--- config.mk ---
export PLATFORM = sky130hd
export DESIGN_NAME = arcade_input_mapper
export DESIGN_NICKNAME = d
export VERILOG_FILES = /design/src/rtl/arcade_input_pkg.sv /design/src/rtl/arcade_input_mapper_coin_stretcher.sv /design/src/rtl/arcade_input_mapper.sv
export SDC_FILE = /design/constraint.sdc
export NUM_CORES = 1
export LEC_CHECK = 0
export ABC_AREA = 1
export ABC_CLOCK_PERIOD_IN_PS = 2500
export BUFFER_PORTS_ARGS = -buffer_cell sky130_fd_sc_hd__buf_2
export CAP_MARGIN = 25
export CELL_PAD_IN_SITES_DETAIL_PLACEMENT = 0
export CELL_PAD_IN_SITES_GLOBAL_PLACEMENT = 2
export CORE_MARGIN = 2
export CORE_UTILIZATION = 33
export CTS_CLUSTER_DIAMETER = 30
export CTS_CLUSTER_SIZE = 24
export DETAILED_ROUTE_END_ITERATION = 8
export GPL_TIMING_DRIVEN = 1
export PLACE_DENSITY_LB_ADDON = 0.1
export REMOVE_ABC_BUFFERS = 1
export SYNTH_ARGS = -nofsm -noshare
export SYNTH_HDL_FRONTEND = slang
export SYNTH_SLANG_ARGS = --single-unit
export TNS_END_PERCENT = 30
--- constraint.sdc ---
create_clock -name clk_sys -period 2.5 [get_ports clk_sys]
set_input_delay 0.5 -clock clk_sys [delete_from_list [all_inputs] [get_ports clk_sys]]
set_output_delay 0.5 -clock clk_sys [all_outputs]
set_load 0.02 [all_outputs]
--- src/rtl/arcade_input_pkg.sv ---
// Shared constants for the arcade input mapper: logical source codes, map-entry layout,
// coin stretcher states and the PS/2 set-2 scan codes recognised by the key latches.
package arcade_input_pkg;

    localparam int SRC_CONST0      = 0;
    localparam int SRC_CONST1      = 1;
    localparam int SRC_COIN1       = 2;
    localparam int SRC_COIN2       = 3;
    localparam int SRC_TEST        = 4;
    localparam int SRC_PLAYER_BASE = 8;

    localparam int CTL_UP    = 0;
    localparam int CTL_DOWN  = 1;
    localparam int CTL_LEFT  = 2;
    localparam int CTL_RIGHT = 3;
    localparam int CTL_FIRE1 = 4;
    localparam int CTL_FIRE2 = 5;
    localparam int CTL_START = 6;
    localparam int CTL_RSVD  = 7;

    localparam int JOY_RIGHT = 0;
    localparam int JOY_LEFT  = 1;
    localparam int JOY_DOWN  = 2;
    localparam int JOY_UP    = 3;
    localparam int JOY_FIRE1 = 4;
    localparam int JOY_FIRE2 = 5;
    localparam int JOY_START = 6;
    localparam int JOY_COIN  = 7;

    localparam int MAP_SRC_LSB = 0;
    localparam int MAP_SRC_MSB = 5;
    localparam int MAP_INV_BIT = 6;

    typedef enum logic [1:0] {
        ST_IDLE  = 2'd0,
        ST_PULSE = 2'd1,
        ST_LOCK  = 2'd2
    } coin_state_e;

    // Key latch layout: P1 controls 0..6, P2 controls 7..13, then coin1, coin2, test.
    localparam int NUM_KEYS  = 17;
    localparam int KEY_COIN1 = 14;
    localparam int KEY_COIN2 = 15;
    localparam int KEY_TEST  = 16;
    localparam logic [4:0] KEY_NONE = 5'd31;

    localparam logic [7:0] SC_UP    = 8'h75;
    localparam logic [7:0] SC_DOWN  = 8'h72;
    localparam logic [7:0] SC_LEFT  = 8'h6B;
    localparam logic [7:0] SC_RIGHT = 8'h74;
    localparam logic [7:0] SC_LCTRL = 8'h14;
    localparam logic [7:0] SC_SPACE = 8'h29;
    localparam logic [7:0] SC_LALT  = 8'h11;
    localparam logic [7:0] SC_1     = 8'h16;
    localparam logic [7:0] SC_R     = 8'h2D;
    localparam logic [7:0] SC_F     = 8'h2B;
    localparam logic [7:0] SC_D     = 8'h23;
    localparam logic [7:0] SC_G     = 8'h34;
    localparam logic [7:0] SC_A     = 8'h1C;
    localparam logic [7:0] SC_S     = 8'h1B;
    localparam logic [7:0] SC_2     = 8'h1E;
    localparam logic [7:0] SC_5     = 8'h2E;
    localparam logic [7:0] SC_6     = 8'h36;
    localparam logic [7:0] SC_T     = 8'h2C;

    function automatic logic [4:0] scan_to_key(input logic [7:0] code);
        case (code)
            SC_UP:              return 5'd0;
            SC_DOWN:            return 5'd1;
            SC_LEFT:            return 5'd2;
            SC_RIGHT:           return 5'd3;
            SC_LCTRL, SC_SPACE: return 5'd4;
            SC_LALT:            return 5'd5;
            SC_1:               return 5'd6;
            SC_R:               return 5'd7;
            SC_F:               return 5'd8;
            SC_D:               return 5'd9;
            SC_G:               return 5'd10;
            SC_A:               return 5'd11;
            SC_S:               return 5'd12;
            SC_2:               return 5'd13;
            SC_5:               return 5'(KEY_COIN1);
            SC_6:               return 5'(KEY_COIN2);
            SC_T:               return 5'(KEY_TEST);
            default:            return KEY_NONE;
        endcase
    endfunction

endpackage

--- src/rtl/arcade_input_mapper_coin_stretcher.sv ---
// Turns a raw coin rising edge into a COIN_PULSE_CYCLES-long pulse followed by an equal lockout.
// Pulse rises one cycle after the edge; no backpressure, edges during pulse/lockout are dropped.
module coin_stretcher
    import arcade_input_pkg::*;
#(
    parameter int COIN_PULSE_CYCLES = 2048
) (
    input  logic clk_sys,
    input  logic reset_n,
    input  logic i_raw,
    output logic o_pulse
);

    localparam int CNT_W = (COIN_PULSE_CYCLES > 1) ? $clog2(COIN_PULSE_CYCLES) : 1;
    localparam logic [CNT_W-1:0] CNT_LAST = CNT_W'(COIN_PULSE_CYCLES - 1);

    coin_state_e      r_state;
    coin_state_e      w_next;
    logic [CNT_W-1:0] r_cnt;
    logic             r_raw_q;

    always_ff @(posedge clk_sys or negedge reset_n) begin
        if (!reset_n) begin
            r_state <= ST_IDLE;
            r_cnt   <= '0;
            r_raw_q <= 1'b0;
        end else begin
            r_state <= w_next;
            r_raw_q <= i_raw;
            if (w_next != r_state || r_state == ST_IDLE) begin
                r_cnt <= '0;
            end else begin
                r_cnt <= r_cnt + CNT_W'(1);
            end
        end
    end

    // Only a low-to-high transition arms the pulse, so a held button cannot retrigger.
    always_comb begin
        w_next = r_state;
        case (r_state)
            ST_IDLE:  if (i_raw && !r_raw_q) w_next = ST_PULSE;
            ST_PULSE: if (r_cnt == CNT_LAST) w_next = ST_LOCK;
            ST_LOCK:  if (r_cnt == CNT_LAST) w_next = ST_IDLE;
            default:  w_next = ST_IDLE;
        endcase
    end

    always_comb begin
        o_pulse = (r_state == ST_PULSE);
    end

endmodule

--- src/rtl/arcade_input_mapper.sv ---
// Keyboard/joystick to arcade port mapper with per-game routing table, DIP bank and coin stretching.
// One cycle from logical control change to port_out; no backpressure. ARCADE_INPUT_AUTOFIRE_EN adds autofire.
module arcade_input_mapper
    import arcade_input_pkg::*;
#(
    parameter int   NUM_PLAYERS       = 2,
    parameter int   NUM_PORTS         = 3,
    parameter int   NUM_DIP           = 8,
    parameter int   MAP_INDEX         = 3,
    parameter int   DIP_INDEX         = 254,
    parameter int   COIN_PULSE_CYCLES = 2048,
    parameter logic PORT_IDLE         = 1'b0,
    parameter int   AUTOFIRE_DIV      = 65536
) (
    input  logic                     clk_sys,
    input  logic                     reset_n,
    input  logic [10:0]              ps2_key,
    input  logic [16*NUM_PLAYERS-1:0] joystick,
    input  logic                     ioctl_wr,
    input  logic                     ioctl_download,
    input  logic [7:0]               ioctl_index,
    input  logic [24:0]              ioctl_addr,
    input  logic [7:0]               ioctl_dout,
    input  logic                     autofire_en,
    output logic [8*NUM_PORTS-1:0]   port_out,
    output logic [8*NUM_DIP-1:0]     dip_out,
    output logic [1:0]               coin_pulse
);

    localparam int MAP_N  = NUM_PORTS * 8;
    localparam int MAP_AW = $clog2(MAP_N);
    localparam int DIP_AW = (NUM_DIP > 1) ? $clog2(NUM_DIP) : 1;

    logic                r_ps2_tog;
    logic                r_ps2_armed;
    logic [NUM_KEYS-1:0] r_keys;
    logic [6:0]          r_map [MAP_N];
    logic [7:0]          r_dip [NUM_DIP];
    logic [MAP_N-1:0]    r_port;

    logic       w_ps2_event;
    logic [4:0] w_key_idx;
    logic       w_af_gate;
    logic [1:0] w_raw_coin;
    logic [1:0] w_coin_pulse;
    logic [63:0] w_src;
    logic [7:0] w_player [NUM_PLAYERS];
    logic       w_map_we;
    logic       w_dip_we;
    logic       w_map_hold;
    logic       w_unused_bits;

    // The first cycle after reset only learns the toggle phase; no key event is taken.
    assign w_ps2_event = r_ps2_armed && (ps2_key[10] != r_ps2_tog);
    assign w_key_idx   = scan_to_key(ps2_key[7:0]);

    always_ff @(posedge clk_sys or negedge reset_n) begin
        if (!reset_n) begin
            r_ps2_tog   <= 1'b0;
            r_ps2_armed <= 1'b0;
            r_keys      <= '0;
        end else begin
            r_ps2_tog   <= ps2_key[10];
            r_ps2_armed <= 1'b1;
            if (w_ps2_event && w_key_idx != KEY_NONE) begin
                r_keys[w_key_idx] <= ps2_key[9];
            end
        end
    end

`ifdef ARCADE_INPUT_AUTOFIRE_EN
    localparam int AF_W = (AUTOFIRE_DIV > 1) ? $clog2(AUTOFIRE_DIV) : 1;
    logic [AF_W-1:0] r_af_cnt;
    logic            r_af_wave;

    always_ff @(posedge clk_sys or negedge reset_n) begin
        if (!reset_n) begin
            r_af_cnt  <= '0;
            r_af_wave <= 1'b0;
        end else if (r_af_cnt == AF_W'(AUTOFIRE_DIV - 1)) begin
            r_af_cnt  <= '0;
            r_af_wave <= ~r_af_wave;
        end else begin
            r_af_cnt <= r_af_cnt + AF_W'(1);
        end
    end

    assign w_af_gate     = ~autofire_en | r_af_wave;
    assign w_unused_bits = ^{ioctl_dout[7], ps2_key[8], joystick};
`else
    assign w_af_gate     = 1'b1;
    assign w_unused_bits = ^{ioctl_dout[7], ps2_key[8], joystick, autofire_en} ^ (AUTOFIRE_DIV > 0);
`endif

    for (genvar p = 0; p < NUM_PLAYERS; p++) begin : g_player
        logic [6:0] w_keys;
        logic [7:0] w_joy;
        if (p < 2) begin : g_keys
            assign w_keys = r_keys[7*p +: 7];
        end else begin : g_nokeys
            assign w_keys = '0;
        end
        assign w_joy = joystick[16*p +: 8];
        assign w_player[p][CTL_UP]    = w_keys[CTL_UP]    | w_joy[JOY_UP];
        assign w_player[p][CTL_DOWN]  = w_keys[CTL_DOWN]  | w_joy[JOY_DOWN];
        assign w_player[p][CTL_LEFT]  = w_keys[CTL_LEFT]  | w_joy[JOY_LEFT];
        assign w_player[p][CTL_RIGHT] = w_keys[CTL_RIGHT] | w_joy[JOY_RIGHT];
        assign w_player[p][CTL_FIRE1] = (w_keys[CTL_FIRE1] | w_joy[JOY_FIRE1]) & w_af_gate;
        assign w_player[p][CTL_FIRE2] = w_keys[CTL_FIRE2] | w_joy[JOY_FIRE2];
        assign w_player[p][CTL_START] = w_keys[CTL_START] | w_joy[JOY_START];
        assign w_player[p][CTL_RSVD]  = 1'b0;
    end

    always_comb begin
        w_raw_coin = {r_keys[KEY_COIN2], r_keys[KEY_COIN1]};
        for (int p = 0; p < NUM_PLAYERS; p++) begin
            w_raw_coin[p % 2] = w_raw_coin[p % 2] | joystick[16*p + JOY_COIN];
        end
    end

    coin_stretcher #(.COIN_PULSE_CYCLES(COIN_PULSE_CYCLES)) u_coin1 (
        .clk_sys (clk_sys),
        .reset_n (reset_n),
        .i_raw   (w_raw_coin[0]),
        .o_pulse (w_coin_pulse[0])
    );

    coin_stretcher #(.COIN_PULSE_CYCLES(COIN_PULSE_CYCLES)) u_coin2 (
        .clk_sys (clk_sys),
        .reset_n (reset_n),
        .i_raw   (w_raw_coin[1]),
        .o_pulse (w_coin_pulse[1])
    );

    // Codes past the last present player, and 5..7, stay at the zero default.
    always_comb begin
        w_src             = '0;
        w_src[SRC_CONST1] = 1'b1;
        w_src[SRC_COIN1]  = w_coin_pulse[0];
        w_src[SRC_COIN2]  = w_coin_pulse[1];
        w_src[SRC_TEST]   = r_keys[KEY_TEST];
        for (int p = 0; p < NUM_PLAYERS; p++) begin
            w_src[SRC_PLAYER_BASE + 8*p +: 8] = w_player[p];
        end
    end

    assign w_map_we   = ioctl_wr && (ioctl_index == 8'(MAP_INDEX)) && (ioctl_addr < 25'(MAP_N));
    assign w_dip_we   = ioctl_wr && (ioctl_index == 8'(DIP_INDEX)) && (ioctl_addr < 25'(NUM_DIP));
    assign w_map_hold = ioctl_download && (ioctl_index == 8'(MAP_INDEX));

    // Table lookup uses the pre-write entry, so a same-cycle write shows up one cycle later.
    always_ff @(posedge clk_sys or negedge reset_n) begin
        if (!reset_n) begin
            for (int j = 0; j < MAP_N; j++) r_map[j] <= '0;
            for (int d = 0; d < NUM_DIP; d++) r_dip[d] <= '0;
            r_port <= '0;
        end else begin
            if (w_map_we) r_map[ioctl_addr[MAP_AW-1:0]] <= ioctl_dout[6:0];
            if (w_dip_we) r_dip[ioctl_addr[DIP_AW-1:0]] <= ioctl_dout;
            for (int j = 0; j < MAP_N; j++) begin
                r_port[j] <= w_map_hold ? PORT_IDLE
                           : (w_src[r_map[j][MAP_SRC_MSB:MAP_SRC_LSB]] ^ r_map[j][MAP_INV_BIT]);
            end
        end
    end

    always_comb begin
        for (int d = 0; d < NUM_DIP; d++) dip_out[8*d +: 8] = r_dip[d];
    end

    assign port_out   = r_port;
    assign coin_pulse = w_coin_pulse;

endmodule

==> impl_metrics.csv <==
group,metric,value,unit
sta,rsz0062_at_grt,"no",
clock_network,cts_max_level,3,
pwr,swShare,24.4,%
grt,grt_usage,22.8,%
critical_path,r2r_slack,490,ps
final_layout,antenna_cells,0,
sta,timing.final.crit_share,89.3,%
clock_network,clk_latency,610,ps
drt,routedWlPerCell,17.4,um
final_layout,layout-drive-gt1-share,14.8,%
final_layout,nets,2770,
pwr,peakVddDrop,469,uV
sta,min_period,2230,ps
clock_network,cts.sinks,303,
pwr,p_seq_share,29.0,%
clock_network,cts.clk_slew.worst_paths,40,ps
pwr,p_int,13200,uW
yosys,netlist_area,16800,um^2
yosys,synth_edf_count,0,
clock_network,cts_made_buffers,85,
critical_path,startpoint_type,"flop",
critical_path,crit_arrival,1730,ps
clock_network,clockBufferDepth,3,
drt,wirelength,59700,um
grt,grt_max_degree,63,
sta,max_freq,0.448,GHz
sta,slew_violations,0,
final_layout,seqCellArea,7580,um^2
yosys,yosys_warnings,0,
sta,fin_skew,13.4,ps
critical_path,r2r_end,"u_coin2.r_cnt[5]$_DFF_PN0_",
yosys,async_flop_share,100,%
drt,vias_per_cell,4.89,
critical_path,critical_path_buf_inv_count,3,
pwr,clkPwrFrac,65.0,%
critical_path,r2r_start,"u_coin2.r_cnt[0]$_DFF_PN0_",
critical_path,cp_top_family,"buffers and inverters",
die,die_x,230,um
clock_network,cts_tree,"yes",
yosys,syn_avg_cell_area,6.84,um^2
run_status,status,"finished, final reports clean",
hold_path,hold_start,"joystick[7]",
drt,drt-pass1-iter-count,5,
final_layout,instances_no_fill,3423,
die,die_h,230,um
drt,drcViolationCount,0,
drt,num_vias,16700,
clock_network,cts_root_buf,"clkbuf_16",
job,maxCapViolations,0,
pwr,powerDensity,798,nW/um^2
critical_path,critPathMaxFanout,19,
yosys,ys_ff_latch,303,
pwr,pwr-share-comb,6.0,%
drt,ant_nets,0,
final_layout,mostFrequentLayoutCell,"nand2_1",
critical_path,cp-end-kind,"output port",
sta,tns,0,ps
grt,grt_pass1_vias,16300,
placement,numPortBuffers,160,
yosys,synth_area_leaders,"dfrtp_1, nand2_1, o21ai_0",
final_layout,final_cell_mix,"nand2_1, o21ai_0, dfrtp_1, nor2_1, inv_1",
sta,max_slew.worst_pin.slew,623,ps
die,ios,179,
final_layout,multi_input_area,7910,um^2
hold_path,whs_path_depth,2,
critical_path,worstPathCellList,"nand2_1, buf_4, inv_1, buf_2",
die,initial_core_util,33.5,%
hold_path,hold_class,"in -> reg",
critical_path,crit_required,2000,ps
yosys,synth_largest_area_cell,"dfrtp_1",
sta,finalSetupViolCount,0,
yosys,synthDistinctLibCells,32,
critical_path,crit_slowest_cell,"dfrtp_1",
grt,grt_antenna_before_repair,2,
critical_path,ff2ff_path_depth,11,
yosys,yosysTopAreaCellShare,45.0,%
grt,grt_pass1_wl,93200,um
pwr,leakage,0.0110,uW
critical_path,crit_type,"reg -> out",
critical_path,max_stage_delay,390,ps
yosys,synth_cells,2460,
yosys,synth-main-ff-cell,"dfrtp_1",
die,rows,82,
placement,dpl.cell_count,3262,
die,coreArea,50300,um^2
sta,slew_headroom,58.4,%
hold_path,hold_end,"u_coin1.r_raw_q$_DFF_PN0_",
die,dieArea,52800,um^2
grt,grt_overflow,0,
yosys,ys_seq_area_share,45.0,%
placement,place_hpwl,36300,um
clock_network,cts_setup_buffers,0,
final_layout,area_growth,30.3,%
sta,finalHoldViolCount,0,
pwr,p_sw,4270,uW
placement,gp_congestion,0.830,
drt,drt-initial-drc-count,1131,
final_layout,fill_cells,5201,
[kinds of logic after synthesis]
kind of cell / after synthesis / share of synthesized area, %
fa+ha+maj: 2 / 0.149
flops: 303 / 45.0
buf+inv: 342 / 8.10
compound gates: 393 / 11.9
simple gates: 1414 / 34.6
other cells: 1 / 0.0223
xor+xnor: 5 / 0.260
[metrics by stage]
stage / worst slack (ps) / total power, uW / hold slack (ps) / util (%) / cell area [um^2]
floorplan: 344 / 5570 / 204 / - / 16300
CTS: 215 / 17700 / 62.9 / 43.6 / 21900
global route: 142 / 18100 / 71.5 / 43.6 / 21900
detailed placement: 119 / 6220 / 448 / 37.5 / 18900
finish: 266 / 17500 / 104 / 43.6 / 21900
global placement: 171 / 6200 / 441 / 37.5 / 18900
[registers in the layout, indices dropped and copies added, names as in the netlist]
name / flops
dip_out: 64
port_out: 24
r_keys: 17
r_map: 168
r_ps2_armed: 1
r_ps2_tog: 1
u_coin1.r_cnt: 11
u_coin1.r_raw_q: 1
u_coin1.r_state: 2
u_coin2.r_cnt: 11
u_coin2.r_raw_q: 1
u_coin2.r_state: 2
[worst max path at each step]
stage                                 start                 endpoint  cells past startpoint  slack (ps)
5_1_grt        u_coin1.r_state[0]$_DFF_PN0_            coin_pulse[0]                      4         140
3_5_place_dp                 ioctl_addr[18]  dip_out[41]$_DFFE_PN0P_                      9         120
6_report       u_coin1.r_state[0]$_DFF_PN0_            coin_pulse[0]                      4         270
4_1_cts        u_coin1.r_state[0]$_DFF_PN0_            coin_pulse[0]                      4         210
3_3_place_gp                 ioctl_addr[24]  dip_out[40]$_DFFE_PN0P_                     10         170
2_1_floorplan                ioctl_addr[21]     r_map[0]$_DFFE_PN0P_                      8         340
[metal layers]
layer / track usage [%] / part of all wire [%] / vias to the layer above
li1: - / - / 8377
met1: 30.8 / 46 / 7808
met2: 36.0 / 45 / 449
met3: 4.85 / 5.9 / 102
met4: 8.37 / 2.5 / 4
met5: 0 / 0.030 / -
[synth_stat cells (all sizes together) (2+ instances only)]
master,n
inv,229
nor3,22
nor3b,6
o21ai,313
nand4,78
clkbuf,97
nand2,838
a31oi,10
ha,2
nand3,173
nor4,2
a21oi,64
xor2,2
a22o,2
or2,2
dfrtp,303
xnor2,3
nor2,290
buf,16
[final cells by class]
| cell class | instances | share of cell area (%) |
|---|---|---|
| Multi-Input combinational cell | 1815 | 36.1 |
| Clock buffer | 104 | 10.5 |
| Sequential cell | 303 | 34.6 |
| Inverter | 229 | 3.92 |
| Tap cell | 672 | 3.83 |
| Timing Repair Buffer | 245 | 7.65 |
| Clock inverter | 55 | 3.50 |
[power by group through the flow]
stage	clock network, uW	registers [uW]	logic [uW]
final	11400	5070	1060
after global routing	11900	5080	1170
after CTS	11600	5070	1080
after detailed placement	0	5140	1080
after global placement	0	5140	1060
after floorplan	0	5130	440
[timing repair]
action,in CTS,in global routing
setup endpoints to repair,0,0
gates resized for setup,0,0
hold buffers,2,0
hold endpoints to repair,47,0
No activity file was read; power rests on OpenSTA's default activity.
